--- src/rtl/fetch_seq.sv ---
// ============================================================================
// fetch_seq -- PC sequencer with branch/exception redirect and shared SPR port
// Rev 1.0
// ============================================================================
`default_nettype none

module fetch_seq #(
  parameter logic [31:0] RESET_PC = 32'h0000_0000,
  parameter logic [31:0] EXC_VEC  = 32'h0000_0700
) (
  input  logic        clk,
  input  logic        rst,
  input  logic        stall_i,
  input  logic        br_valid_i,
  input  logic        br_taken_i,
  input  logic [31:0] br_target_i,
  input  logic        ctr_we_req_i,
  input  logic [31:0] ctr_wd_i,
  input  logic        lr_we_req_i,
  input  logic [31:0] lr_wd_i,
  input  logic        exc_req_i,
  output logic [31:0] pc_o,
  output logic        fetch_en_o,
  output logic        flush_o,
  output logic        spr_we_o,
  output logic        spr_sel_o,
  output logic [31:0] spr_wd_o,
  output logic        busy_o
);

  typedef enum logic [1:0] {
    RUN   = 2'd0,
    FLUSH = 2'd1,
    HOLD  = 2'd2
  } state_t;

  state_t      state_q, state_d;
  logic [31:0] pc_q, pc_d;
  logic        lr_pend_q, lr_pend_d;
  logic [31:0] lr_data_q, lr_data_d;
  logic        flush_q, flush_d;
  logic        spr_we_q, spr_we_d;
  logic        spr_sel_q, spr_sel_d;
  logic [31:0] spr_wd_q, spr_wd_d;
  logic        busy_w;
  logic        accept_w;

  assign busy_w   = (state_q != RUN) | lr_pend_q;
  assign accept_w = br_valid_i & ~busy_w;

  assign pc_o       = pc_q;
  assign flush_o    = flush_q;
  assign spr_we_o   = spr_we_q;
  assign spr_sel_o  = spr_sel_q;
  assign spr_wd_o   = spr_wd_q;
  assign busy_o     = busy_w & ~rst;
  assign fetch_en_o = (state_q == RUN) & ~lr_pend_q & ~stall_i & ~rst;

  always_comb begin
    state_d   = state_q;
    pc_d      = pc_q;
    lr_pend_d = 1'b0;
    lr_data_d = lr_data_q;
    flush_d   = 1'b0;
    spr_we_d  = 1'b0;
    spr_sel_d = spr_sel_q;
    spr_wd_d  = spr_wd_q;

    if (exc_req_i) begin
      pc_d    = EXC_VEC;
      flush_d = 1'b1;
      state_d = FLUSH;
    end else if (accept_w) begin
      // Dual request: CTR goes out now, LR is parked for the following cycle.
      if (ctr_we_req_i && lr_we_req_i) begin
        spr_we_d  = 1'b1;
        spr_sel_d = 1'b0;
        spr_wd_d  = ctr_wd_i;
        lr_pend_d = 1'b1;
        lr_data_d = lr_wd_i;
      end else if (ctr_we_req_i) begin
        spr_we_d  = 1'b1;
        spr_sel_d = 1'b0;
        spr_wd_d  = ctr_wd_i;
      end else if (lr_we_req_i) begin
        spr_we_d  = 1'b1;
        spr_sel_d = 1'b1;
        spr_wd_d  = lr_wd_i;
      end

      if (br_taken_i) begin
        pc_d    = br_target_i & 32'hFFFF_FFFC;
        flush_d = 1'b1;
        state_d = FLUSH;
      end else begin
        if (!stall_i) begin
          pc_d = pc_q + 32'd4;
        end
        if (ctr_we_req_i && lr_we_req_i) begin
          state_d = HOLD;
        end
      end
    end else begin
      if (lr_pend_q) begin
        spr_we_d  = 1'b1;
        spr_sel_d = 1'b1;
        spr_wd_d  = lr_data_q;
      end
      // PC only moves when the current address was actually fetched.
      case (state_q)
        RUN: begin
          if (!stall_i && !lr_pend_q) begin
            pc_d = pc_q + 32'd4;
          end
        end
        FLUSH:   state_d = RUN;
        HOLD:    state_d = RUN;
        default: state_d = RUN;
      endcase
    end
  end

  always_ff @(posedge clk) begin
    if (rst) begin
      state_q   <= RUN;
      pc_q      <= RESET_PC;
      lr_pend_q <= 1'b0;
      lr_data_q <= 32'h0;
      flush_q   <= 1'b0;
      spr_we_q  <= 1'b0;
      spr_sel_q <= 1'b0;
      spr_wd_q  <= 32'h0;
    end else begin
      state_q   <= state_d;
      pc_q      <= pc_d;
      lr_pend_q <= lr_pend_d;
      lr_data_q <= lr_data_d;
      flush_q   <= flush_d;
      spr_we_q  <= spr_we_d;
      spr_sel_q <= spr_sel_d;
      spr_wd_q  <= spr_wd_d;
    end
  end

endmodule

`default_nettype wire

--- config.mk ---
export PLATFORM = sky130hd
export DESIGN_NAME = fetch_seq
export DESIGN_NICKNAME = d
export VERILOG_FILES = /design/src/rtl/fetch_seq.sv
export SDC_FILE = /design/constraint.sdc
export NUM_CORES = 1
export LEC_CHECK = 0
export CORE_ASPECT_RATIO = 0.7
export CORE_MARGIN = 3
export CORE_UTILIZATION = 40
export DETAILED_ROUTE_END_ITERATION = 16
export PLACE_DENSITY = 0.74
export SKIP_LAST_GASP = 1
export SLEW_MARGIN = 0
export SYNTH_ARGS = -nofsm -noshare
export SYNTH_HDL_FRONTEND = slang
export SYNTH_SLANG_ARGS = --single-unit
--- constraint.sdc ---
create_clock -name clk -period 1.8 [get_ports clk]
set_input_delay 0.36 -clock clk [delete_from_list [all_inputs] [get_ports clk]]
set_output_delay 0.36 -clock clk [all_outputs]
set_load 0.01 [all_outputs]
After elaboration in Yosys (flattened, before gate mapping). Index checks and enable logic that the tools add are counted.

Logic and storage cells: 79. Flip-flop bits (word level): 102. Output and inout port bits: 69. Input bits: 104.

$add $sub $neg: 1. Reductions and logical operators: 19. Equality and inequality tests: 7. Bitwise gates (word level): 12. Muxes and demuxes: 30.

Operator list (number): $mux 32 (10); $add 32x3->32 const B (1); $mux 1 (15); $reduce_and 3->1 (4); $mux 11 (1); $mux 2 (4); $ne 4x3->1 const B (2); $reduce_bool 2->1 (4); $ne 3x3->1 const B (2); $not 1->1 (6); $reduce_bool 3->1 (2); $and 1x1->1 (5); $ne 4x4->1 const B (1); $reduce_and 2->1 (2); $ne 3x2->1 const B (1); $reduce_or 3->1 (1); $logic_and 1x1->1 (2); $logic_not 1->1 (2); $logic_not 2->1 (1); $ne 2x2->1 const B (1); $reduce_or 2->1 (1); $or 1x1->1 (1).

Longest topological paths before layout.
Word-level depth: 6. Mapped depth: 8.

Least setup slack after synthesis. OpenSTA, ideal clock, no wires.

Path kind: register -> register. From: register pc_q[4] (netlist: pc_o[4]). To: register pc_q[31] (netlist: pc_o[31]). Cell stages (with the launch flop): 6. Path buffers: 0. Required time: 1.726 ns. Arrival time: 1.959 ns. Setup time: 0.074 ns. Setup slack: -0.233 ns. Cells stage by stage: dfxtp_1 > nand4_1 > or4_4 > or3_1 > or3_1 > a31oi_1.

Word-level cells in the longest chain between the ends: 4. Elaborated cells on any way between the ends: 6. Classes of those cells: 1 x add/sub; 5 x mux.

RTL lines: from (decl) (RTL line 38) `logic [31:0] pc_q, pc_d;`; from (signal assigned) (RTL line 135) `pc_q <= pc_d;`; $add 32x3->32 * (RTL line 97, 113); $mux 32, on equally long branches (RTL line 112, 96); $mux 32, on equally long branches (RTL line 110, 91); $mux 32 * (RTL line 73) `end else if (accept_w) begin`.

Every way passes the cells marked *; elsewhere a longest branch is shown, timed or not. The select of a mux whose other input is x is not followed. A chain may end at the register's enable or synchronous reset.

Worst setup path after layout.
From: register pc_q[10] (netlist: pc_o[10]). To: register pc_q[31] (netlist: pc_o[31]).

The elaborated chain is that of the path after synthesis.

==> impl_metrics.csv <==
group,metric,value,unit
die,dieArea,13200,um^2
die,die_h,96.9,um
synth,synthesis.area,4720,um^2
synth,synth_warnings,0,
synth,ys_ff_latch,102,
setup_path,crit_required,2.06,ns
setup_path,critPathMaxFanout,3,
cells_and_area,drive_gt1_share,17.0,%
cts,cts_hold_buf,0,
placed_design,placed_area,7060,um^2
cts,clockBufferDepth,2,
synth,synthCells,595,
placed_design,port_buffers,170,
grt,grt_start_max_net_pins,41,
cells_and_area,final_cells,965,
die,io-pin-count,173,
placed_design,hpwl,11.5,mm
grt,grtUsageTotal,23.0,%
drt,drt_iter0_markers,265,
die,die_w,136,um
synth,avgSynthCellArea,7.94,um^2
synth,ys_async_sr_fraction,0,%
sta,fmax,503,MHz
placed_design,gp_congestion,0.862,
cts,cts_sinks,102,
synth,ys_seq_area_share,43.2,%
synth,synth-edff-count,0,
die,rows,32,
sta,clock-skew-final,0.00714,ns
drt,first_pass_iters,4,
sta,rsz0062_at_grt,"yes",
drt,wirelength,16.0,mm
placed_design,pre_cts_ws,-0.503,ns
power,vdd_drop_max,0.503,mV
synth,yosys.cell_types.count,37,
drt,drc,0,
placed_design,dp_cells,936,
drt,vias,5091,
drt,wl_per_cell,16.6,um
cells_and_area,nNetsFinal,911,
sta,finalCritPeriodShare,110,%
grt,grt_pass1_wl,24.6,mm
setup_path,cp-end-kind,"register",
grt,grt_overflow,0,
synth,synth_top_area_share,43.2,%
hold_path,min_path_cells,2,
drt,vias_per_cell,5.28,
cts,insertion_delay,0.34,ns
cells_and_area,fillers,894,
cts,cts_tree,"done",
setup_path,r2r_cells,5,
cts,cts_buffers,9,
grt,grt_antenna_before_repair,1,
grt,grt_pass1_vias,4991,
sta,worst_pin_slew,0.410,ns
synth,synth_fp_nets,700,
synth,yosys.area.top_type,"dfxtp_1",
die,core,11300,um^2
setup_path,cp-start-kind,"register",
setup_path,critPathKind,"register to register",
job,cap_violations,0,
synth,ys.flop_type,"dfxtp_1",
sta,slew_violations,0,
sta,setup_ws,-0.187,ns
sta,finalHoldViolCount,0,
sta,fin_crit,1.99,ns
sta,slew_headroom,72.6,%
sta,holdWs,0.455,ns
drt,antenna_left,0,
hold_path,min_path_type,"register to register",
cts,root_buffer,"clkbuf_16",
power,p_leak,2.82,nW
power,power,5.13,mW
sta,setup_viol,13,
synth,synthTopCellsByArea,"dfxtp_1, nand2_1, a21oi_1, mux2i_1, o211ai_1",
run_status,status,"complete, but fails checks",
setup_path,arrival,2.25,ns
cells_and_area,area_growth,62.4,%
cts,clk_pin_slew,0.07,ns
cts,cts_htree_levels,3,
run_status,violations,"negative setup slack",
power,p_per_area,669,nW/um^2
die,initial_utilization,42.0,%
cells_and_area,final_cell_area,7670,um^2
power by group:
group | total (mW) | switching [mW] | leakage (nW) | internal, mW
Sequential | 2.35 | 0.0383 | 0.833 | 2.32
Combinational | 0.920 | 0.419 | 1.86 | 0.501
Clock | 1.85 | 0.897 | 0.131 | 0.958
cell families after synthesis:
logic type	count (synthesis)	synth area share (%)
fa+ha+maj	1	0.265
xor+xnor	26	4.82
mux	33	6.99
flops	102	43.2
buf+inv	46	3.76
simple gates	225	21.4
compound gates	162	19.5
what timing repair did:
item,CTS,global route
setup endpoints to repair,19,93
cloned,0,3
pin swaps,16,25
setup buffers,5,6
gates resized for setup,30,36
critical path, cell delays in order, from the launching register on:
cell and delay, ns:
dfxtp_4 0.35, nand4_1 0.13, or4_4 0.61, or3_4 0.39, or3_1 0.31, a31oi_1 0.13
metal layers:
layer / GRT usage, % / up-vias / part of all wire (%)
met2: 37.5 / 166 / 48
met1: 30.9 / 2396 / 44
met4: 7.44 / 0 / 2.0
li1: - / 2505 / -
met3: 4.05 / 24 / 5.9
met5: 0 / - / 0
sequential cells by signal, indices dropped and copies added (netlist names), named ones only:
register,flops
flush_o,1
lr_data_q,32
lr_pend_q,1
pc_o,30
spr_sel_o,1
spr_wd_o,32
spr_we_o,1
state_q,2
synthesized netlist by cell type, types with 2 or more instances:
master / instances
nand2_1: 148
dfxtp_1: 102
a21oi_1: 96
clkbuf_1: 38
mux2i_1: 33
o211ai_1: 33
o21ai_0: 23
nor2_1: 18
xnor2_1: 16
nand4_1: 14
nor3_1: 10
xor2_1: 10
nand3_1: 7
nor4_1: 5
inv_1: 4
or3_1: 4
a211oi_1: 3
and2_1: 3
nor4_2: 3
a211o_1: 2
a311oi_1: 2
and3_1: 2
and4_1: 2
buf_1: 2
nor4b_1: 2
or2_2: 2
worst paths after layout:
check,endpoint,slack [ns],start
min,lr_data_q[5],0.45,lr_data_q[5]
max reg2reg,pc_o[31],-0.19,pc_o[10]
max,pc_o[31],-0.19,pc_o[10]
min reg2reg,lr_data_q[5],0.45,lr_data_q[5]
through the flow:
stage	setup TNS (ns)	util [%]
6_report	-0.895	68.2
5_1_grt	-2.45	68.2
2_1_floorplan	-0.397	-
4_1_cts	-2.51	66.5
3_3_place_gp	-17.14	62.8
3_5_place_dp	-19.03	62.8
cells in the final DEF, fill, tap and decap left out, types with 7 or more instances in the layout:
cell,count
nor3_4,7
buf_4,52
clkbuf_16,9
xnor2_1,16
buf_6,10
nand2_1,143
xor2_1,10
o21ai_0,23
clkdlybuf4s50_1,163
nand4_1,14
dfxtp_1,92
buf_12,8
mux2i_1,33
o211ai_1,33
nor2_1,16
a21oi_1,93
cell type report:
type	instances	area, um^2	area share, %
clock buffers	9	225	2.94
clock inverters	7	58.8	0.767
repair buffers	242	2360	30.8
multi-input cells	447	2750	35.9
inverters	4	15.0	0.196
flip-flops and latches	102	2070	26.9
well taps	153	191	2.50
diodes	1	2.50	0.0326
(Power assumes the default switching activity.)
